`src/rtl/dice_led_driver.sv`:
```
// rtl/dice_led_driver.sv - dice face LED driver: steady show, blink-out, blank; optional PWM dimming via DICE_LED_PWM_EN
module dice_led_driver #(
    parameter int TICK_DIV    = 1250000,
    parameter int HOLD_TICKS  = 500,
    parameter int BLINK_TICKS = 25,
    parameter int BLINK_COUNT = 6
) (
    input  logic       CLK,
    input  logic       RST,
    input  logic       LOAD,
    input  logic [2:0] VALUE,
    input  logic       CLEAR,
    input  logic [3:0] DUTY,
    output logic [6:0] LED,
    output logic       BUSY,
    output logic       ERR
);

    localparam int SEG_MAX = (HOLD_TICKS > BLINK_TICKS) ? HOLD_TICKS : BLINK_TICKS;
    localparam int TW = $clog2(TICK_DIV > 1 ? TICK_DIV : 2);
    localparam int SW = $clog2(SEG_MAX > 1 ? SEG_MAX : 2);
    localparam int PW = $clog2(BLINK_COUNT > 1 ? BLINK_COUNT : 2);
    localparam logic [TW-1:0] TICK_LAST  = TW'(TICK_DIV - 1);
    localparam logic [SW-1:0] HOLD_LAST  = SW'(HOLD_TICKS - 1);
    localparam logic [SW-1:0] BLINK_LAST = SW'(BLINK_TICKS - 1);
    localparam logic [PW-1:0] PHASE_LAST = PW'(BLINK_COUNT - 1);

    typedef enum logic [1:0] {S_IDLE, S_SHOW, S_BLINK} state_t;

    state_t        state_q, state_d;
    logic [TW-1:0] tick_q, tick_d;
    logic [SW-1:0] seg_q, seg_d;
    logic [PW-1:0] phase_q, phase_d;
    logic [6:0]    pat_q, pat_d;
    logic [6:0]    led_q, led_d;
    logic          busy_q, busy_d;
    logic          err_q, err_d;
    logic [6:0]    face;
    logic          load_ok;
    logic          tick;
    logic          lit;
    logic          pwm_on;

    // Invalid faces map to an all-zero pattern, which doubles as the validity test.
    function automatic logic [6:0] face_pattern(input logic [2:0] v);
        case (v)
            3'd1:    face_pattern = 7'b0001000;
            3'd2:    face_pattern = 7'b1000001;
            3'd3:    face_pattern = 7'b1001001;
            3'd4:    face_pattern = 7'b1100011;
            3'd5:    face_pattern = 7'b1101011;
            3'd6:    face_pattern = 7'b1110111;
            default: face_pattern = 7'b0000000;
        endcase
    endfunction

`ifdef DICE_LED_PWM_EN
    logic [3:0] pwm_q, pwm_d;

    assign pwm_d  = pwm_q + 4'd1;
    assign pwm_on = (pwm_d <= DUTY);

    always_ff @(posedge CLK or negedge RST) begin
        if (!RST) pwm_q <= 4'd0;
        else      pwm_q <= pwm_d;
    end
`else
    logic unused_duty;

    assign unused_duty = ^DUTY;
    assign pwm_on      = 1'b1;
`endif

    always_comb begin
        face    = face_pattern(VALUE);
        load_ok = LOAD && (face != 7'd0);
        tick    = (tick_q == TICK_LAST);
        state_d = state_q;
        tick_d  = tick_q;
        seg_d   = seg_q;
        phase_d = phase_q;
        pat_d   = pat_q;
        err_d   = 1'b0;
        if (CLEAR) begin
            state_d = S_IDLE;
            tick_d  = '0;
            seg_d   = '0;
            phase_d = '0;
            pat_d   = '0;
        end else if (load_ok) begin
            state_d = S_SHOW;
            pat_d   = face;
            tick_d  = '0;
            seg_d   = '0;
            phase_d = '0;
        end else begin
            err_d = LOAD;
            if (state_q != S_IDLE) begin
                tick_d = tick ? '0 : tick_q + 1'b1;
                if (tick && state_q == S_SHOW) begin
                    if (seg_q == HOLD_LAST) begin
                        state_d = S_BLINK;
                        seg_d   = '0;
                        phase_d = '0;
                    end else begin
                        seg_d = seg_q + 1'b1;
                    end
                end else if (tick) begin
                    if (seg_q != BLINK_LAST) begin
                        seg_d = seg_q + 1'b1;
                    end else if (phase_q == PHASE_LAST) begin
                        state_d = S_IDLE;
                        tick_d  = '0;
                        seg_d   = '0;
                        phase_d = '0;
                        pat_d   = '0;
                    end else begin
                        seg_d   = '0;
                        phase_d = phase_q + 1'b1;
                    end
                end
            end
        end
        // Even blink phases are dark, so BLINK always opens with the LEDs off.
        lit    = (state_d == S_SHOW) || (state_d == S_BLINK && phase_d[0]);
        led_d  = (lit && pwm_on) ? pat_d : 7'd0;
        busy_d = (state_d != S_IDLE);
    end

    always_ff @(posedge CLK or negedge RST) begin
        if (!RST) begin
            state_q <= S_IDLE;
            tick_q  <= '0;
            seg_q   <= '0;
            phase_q <= '0;
            pat_q   <= '0;
            led_q   <= '0;
            busy_q  <= 1'b0;
            err_q   <= 1'b0;
        end else begin
            state_q <= state_d;
            tick_q  <= tick_d;
            seg_q   <= seg_d;
            phase_q <= phase_d;
            pat_q   <= pat_d;
            led_q   <= led_d;
            busy_q  <= busy_d;
            err_q   <= err_d;
        end
    end

    assign LED  = led_q;
    assign BUSY = busy_q;
    assign ERR  = err_q;

endmodule

```
`config.mk`:
```
export PLATFORM = sky130hd
export DESIGN_NAME = dice_led_driver
export DESIGN_NICKNAME = d
export VERILOG_FILES = /design/src/rtl/dice_led_driver.sv
export SDC_FILE = /design/constraint.sdc
export NUM_CORES = 1
export LEC_CHECK = 0
export CORE_AREA = 2 2 71 73
export CTS_CLUSTER_DIAMETER = 80
export DETAILED_ROUTE_END_ITERATION = 16
export DIE_AREA = 0 0 73 75
export MAX_ROUTING_LAYER = met4
export PLACE_DENSITY = 0.8
export RECOVER_POWER = 25
export SKIP_LAST_GASP = 1
export SYNTH_ARGS = -nofsm -noshare
export SYNTH_HDL_FRONTEND = slang
export SYNTH_SLANG_ARGS = --single-unit
```
`constraint.sdc`:
```
create_clock -name CLK -period 3.6 [get_ports CLK]
set_input_delay 1.08 -clock CLK [delete_from_list [all_inputs] [get_ports CLK]]
set_output_delay 1.08 -clock CLK [all_outputs]
set_load 0.05 [all_outputs]
```
### Word-level counts from Yosys, hierarchy flattened

Index checks and enable logic that the tools add are counted.

* flip-flop bits (word level): 51
* latch bits: 0
* RAM bits: 0
* memory bits (read-only): 0
* input port bits: 11
* output and inout port bits: 9
* logic and storage cells: 80
* memories: 0

* add/subtract/negate cells: 3
* $mul: 0
* div/mod/pow operators: 0
* order comparisons: 0
* eq/ne operators: 15
* shifts and indexed selects: 0
* muxes and demuxes: 42
* bitwise gates (word level): 0
* reductions and logical operators: 11

Operator list (number)
* 2-to-1 mux 21 bit: 8
* 2-to-1 mux 9 bit: 7
* 2-to-1 mux 7 bit: 8
* one-hot mux 7 bit (6 select lines): 1
* 2-to-1 mux 3 bit: 8
* adder 21 x 1 -> 21 bit (second input constant): 1
* == test 21 bit (second input constant): 1
* 2-to-1 mux 2 bit: 8
* == test 3 bit (second input constant): 4
* adder 9 x 1 -> 9 bit (second input constant): 1
* == test 9 bit (second input constant): 1
* inequality test 9 x 5 -> 1 bit (second input constant): 1
* nonzero test 7 bit: 1
* == test 3 x 2 -> 1 bit (second input constant): 2
* == test 2 x 1 -> 1 bit (second input constant): 2
* inequality test 4 x 3 -> 1 bit (second input constant): 1
* inequality test 4 bit (second input constant): 1
* AND reduction 4 bit: 1
* nonzero test 2 bit: 2
* nonzero test 4 bit: 1
* adder 3 x 1 -> 3 bit (second input constant): 1
* == test 3 x 1 -> 1 bit (second input constant): 1
* logical AND 1 bit: 3
* nonzero test 3 bit: 1
* other kinds (4): 5

### Longest topological paths before layout

* depth in word-level cells: 12
* depth in mapped cells: 8
* mapped depth without buffers: 8

### Worst setup path after synthesis

No wires, ideal clock.

* path kind: input port to flip-flop
* from: input port VALUE[0]
* to: register led_q[0] (netlist: LED[0])
* library setup time: 0.133 ns
* arrival time: 2.653 ns
* required time: 3.467 ns
* path slack: 0.814 ns
* stages on the path: 7
* buffers on the path: 2
* cells stage by stage: or3_1 -> clkbuf_1 -> and3_1 -> clkbuf_1 -> a221o_1 -> a32oi_2 -> nor2b_1

* word-level cells in the longest chain between the ends: 10
* elaborated cells between the ends (all ways): 20
* those cells by class: 8 x eq/ne; 8 x mux; 4 x reduce/logical

Ends and longest elaborated chain
* start: declaration: line 11 `input logic [2:0] VALUE,`
* == test 3 bit (tied with other cells): line 46 `case (v)`
* one-hot mux 7 bit (6 select lines) *: line 46
* nonzero test 7 bit *: line 76 `load_ok = LOAD && (face != 7'd0);`
* logical AND 1 bit *: line 76
* 2-to-1 mux 2 bit *: line 90 `end else if (load_ok) begin`
* 2-to-1 mux 2 bit *: line 84 `if (CLEAR) begin`
* via state_d[0]: line 30 `state_t state_q, state_d;`
* == test 2 bit: line 125 `lit = (state_d == S_SHOW) || (state_d == S_BLINK && phase_d[0]);`
* logical AND 1 bit: line 125
* logical OR 1 bit *: line 125
* 2-to-1 mux 7 bit *: line 126 `led_d = (lit && pwm_on) ? pat_d : 7'd0;`
* via led_d[0]: line 35 `logic [6:0] led_q, led_d;`
* end signal: assignment: line 146 `led_q <= led_d;`
* end: declaration: line 35

Mark *: on every way through the listed nets, which the timed path passes. The rest lies on a longest branch.
A chain may end at the register's enable or synchronous reset.

### Final worst setup path

* from: input port VALUE[0]
* to: register led_q[4] (netlist: LED[4])

* elaborated cells between the ends (all ways): 20
* those cells by class: 8 x eq/ne; 8 x mux; 4 x reduce/logical

RTL lines
* == test 3 bit (tied with other cells): line 46
* one-hot mux 7 bit (6 select lines) *: line 46
* nonzero test 7 bit *: line 76
* logical AND 1 bit *: line 76
* 2-to-1 mux 3 bit *: line 90
* 2-to-1 mux 3 bit *: line 84
* via phase_d[0]: line 33 `logic [PW-1:0] phase_q, phase_d;`
* logical AND 1 bit *: line 125
* logical OR 1 bit *: line 125
* 2-to-1 mux 7 bit *: line 126
* via led_d[4]: line 35

Marks and branches as above.

==> out/metrics.yaml <==
port_buffers: 15
start_util_pct: 58.2
crit_start: "VALUE[0]"
yosys.cell_types.count: 53
fin_skew_ns: 0.00798
clock_sinks: 51
reg2reg_depth: 6
vias: 2208
synth_area_leader_cell: "dfrtp_1"
routed_wl_mm: 5.55
grt_max_degree: 52
die_area_um2: 5480
setup_viol: 0
die_w_um: 73
via_per_inst: 6.25
leakagePower_uw: 0.00133
worstHoldStart: "pat_q[3]$_DFF_PN0_"
insertion_delay_ns: 0.30
cts_resized: 0
hold_depth: 2
synth_top_area_share_pct: 47.0
timing.hold.ws_ns: 0.498
synth_fp_nets: 294
post-route-cell-area_um2: 3030
power_density_nw_per_um2: 363
seq_area_frac_synth_pct: 47.0
synth_edf_count: 0
htree_levels: 2
cts_tree: "built"
synth_area_leaders: "dfrtp_1, nor2_1, xor2_1, nand2_1, o211a_1"
setup_tns_ns: 0
max_clock_freq_mhz: 322
grt-ovfl-total: 0
firstDrtPassIters: 4
pin_count: 20
area_delta_synth_final_pct: 11.6
worstPathArrival_ns: 3.33
rsz0062_at_grt: "false"
final-hold-violation-count: 0
clkPwrFrac_pct: 35.3
hpwlAfterDp_mm: 3.87
async_reset_ff_share_pct: 100
switching_power_uw: 269
r2r_start: "tick_q[5]$_DFFE_PN0P_"
clk_pin_slew_ns: 0.09
startpoint_type: "primary input"
cts-root-buf: "clkbuf_8"
max_cap_viol_count: 0
cts_hold_buffers: 0
intPower_uw: 831
cp-end-kind: "register"
drc_errors: 0
combPwrFrac_pct: 10.6
hp-class: "register to register"
grt.total_usage_pct: 23.7
num-nets-final: 313
post_dp_cell_area_um2: 2930
fin_util_pct: 65.0
p_sw_share_pct: 24.5
reg2reg_to: "seg_q[4]$_DFFE_PN0P_"
tightestPinTransition_ns: 1.22
path_cells: "clkdlybuf4s50_1 > or3_1 > a311oi_1 > or4b_1 > o211ai_2 > a32oi_2 > nor2b_1"
slowest_delay_ns: 0.49
rows: 25
grt_antenna_before_repair: 0
post-route-period-util_pct: 86.2
cts_buffers: 5
cts_setup_buffers: 0
grt_pass1_vias: 2089
cts_max_path_buffers: 2
worst_ep_required_time_ns: 3.83
status: "finished, final reports clean"
r2r_setup_slack_ns: 0.70
relSlewSlack_pct: 18.5
wire_per_inst_um: 15.7
slew_viol_final: 0
worstSetupPathType: "primary input to register"
postSynthAreaPerCell_um2: 9.69
drive_gt1_share_pct: 8.36
syn-cell-area_um2: 2710
period_needed_ns: 3.10
grt_pass1_wl_mm: 9.75
hold_end: "pat_q[3]$_DFF_PN0_"
ys_ff_latch: 51
core-area_um2: 4660
gp_congestion: 0.919
post_synth_inst_count: 280
power_frac_seq_pct: 54.1
die_h_um: 75
drtAntennaViolNets: 0
n_antenna_cell: 0
ys_warn_count: 0
drt_iter0_markers: 212
ir_worst_vdd_mv: 0.272
crit_slowest_cell: "or3_1"
critPathMaxFanout: 7
synth_top_flop_cell: "dfrtp_1"
[Yosys cell counts (all sizes together), types with 2 or more instances]
cell type,n
or4,2
nor2,35
and4,4
xnor2,4
a31oi,5
ha,3
or3,2
nand3,14
nor3b,2
a22o,5
a21oi,11
nand2b,3
nand4,9
and3,5
a211oi,4
nand2,25
xor2,14
o211a,7
o21ai,11
and2,2
buf,2
dfrtp,51
clkbuf,7
nor3,5
nor4,7
mux2i,2
or2,3
nor4bb,2
nor2b,8
inv,10
nor4b,2
[stage by stage]
step	instances	setup slack [ns]	power (uW)
after floorplan	280	0.814	675
after global placement	346	0.216	720
after detailed placement	346	0.208	723
after CTS	353	0.508	1100
after global routing	353	0.369	1140
final	353	0.496	1100
[critical path: cells and delay by family]
| kind | cells | cell delay [ns] |
|---|---|---|
| buffers and inverters | 1 | 0.47 |
| AO/OA/AOI/OAI | 3 | 0.63 |
| AND/OR/NAND/NOR | 3 | 1.14 |
[cells by family (layout without fill, tap and decap cells)]
| group | after synthesis | in the layout | share of synthesized area [%] |
|---|---|---|---|
| adder cells (fa/ha/maj) | 3 | 3 | 1.38 |
| XOR/XNOR | 18 | 18 | 5.81 |
| AND/OR/NAND/NOR | 134 | 134 | 27.3 |
| AO/OA/AOI/OAI | 52 | 52 | 14.4 |
| buffers and inverters | 19 | 38 | 2.95 |
| multiplexers | 3 | 3 | 1.15 |
| flip-flops | 51 | 51 | 47.0 |
[routing by layer]
metal	vias to the layer above	global-route usage (%)	wire length [um]
met3	7	4.82	234
met5	-	-	0
met2	50	37.1	2560
li1	1055	-	-
met4	0	7.20	57
met1	1096	31.2	2700
[power by group through the flow]
stage / clock network, uW / logic (uW) / registers [uW]
after floorplan: 0 / 53.6 / 622
after global placement: 0 / 115 / 605
after detailed placement: 0 / 117 / 606
after CTS: 391 / 117 / 595
after global routing: 413 / 129 / 596
final: 389 / 116 / 595
[layout make-up]
| cell class | instances | area [um^2] |
|---|---|---|
| multi-input combinational | 210 | 1360 |
| sequential | 51 | 1280 |
| clock buffer | 6 | 72.6 |
| fill | 388 | 1630 |
| inverter | 10 | 37.5 |
| tap | 54 | 67.6 |
| clock inverter | 1 | 30.0 |
| timing repair buffer | 21 | 188 |
[worst max path at each step]
stage | to | slack, ns | cells past startpoint
final | LED[4]$_DFF_PN0_ | 0.50 | 7
after global routing | seg_q[0]$_DFFE_PN0P_ | 0.37 | 7
after CTS | LED[4]$_DFF_PN0_ | 0.51 | 7
after detailed placement | LED[4]$_DFF_PN0_ | 0.21 | 7
after global placement | LED[2]$_DFF_PN0_ | 0.22 | 7
after floorplan | LED[0]$_DFF_PN0_ | 0.81 | 7
[cell usage in the layout, fill, tap and decap left out, types with 2 or more instances in the layout]
cell             instances
nand2b_1                 3
o211a_1                  7
nor3_1                   5
nor4bb_1                 2
xor2_1                  14
nand2_1                 25
a22o_1                   5
nor4b_2                  2
or2_1                    2
or3_1                    2
and3_1                   5
nor2b_1                  8
a21oi_1                 11
buf_4                    5
o21ai_0                  9
and4_1                   4
and2_1                   2
inv_1                   10
clkdlybuf4s50_1         14
nor2_1                  35
nor3b_1                  2
ha_1                     3
nand4_1                  9
a211oi_1                 4
nand3_1                 13
mux2i_1                  2
a31oi_1                  4
clkbuf_8                 5
nor4_1                   6
dfrtp_1                 51
xnor2_1                  4
[state kept, by name (all words and copies together) (netlist names)]
signal and flops:
state_q 2, ERR 1, tick_q 21, pat_q 7
seg_q 9, BUSY 1, phase_q 3, LED 7
(Power assumes the default switching activity.)
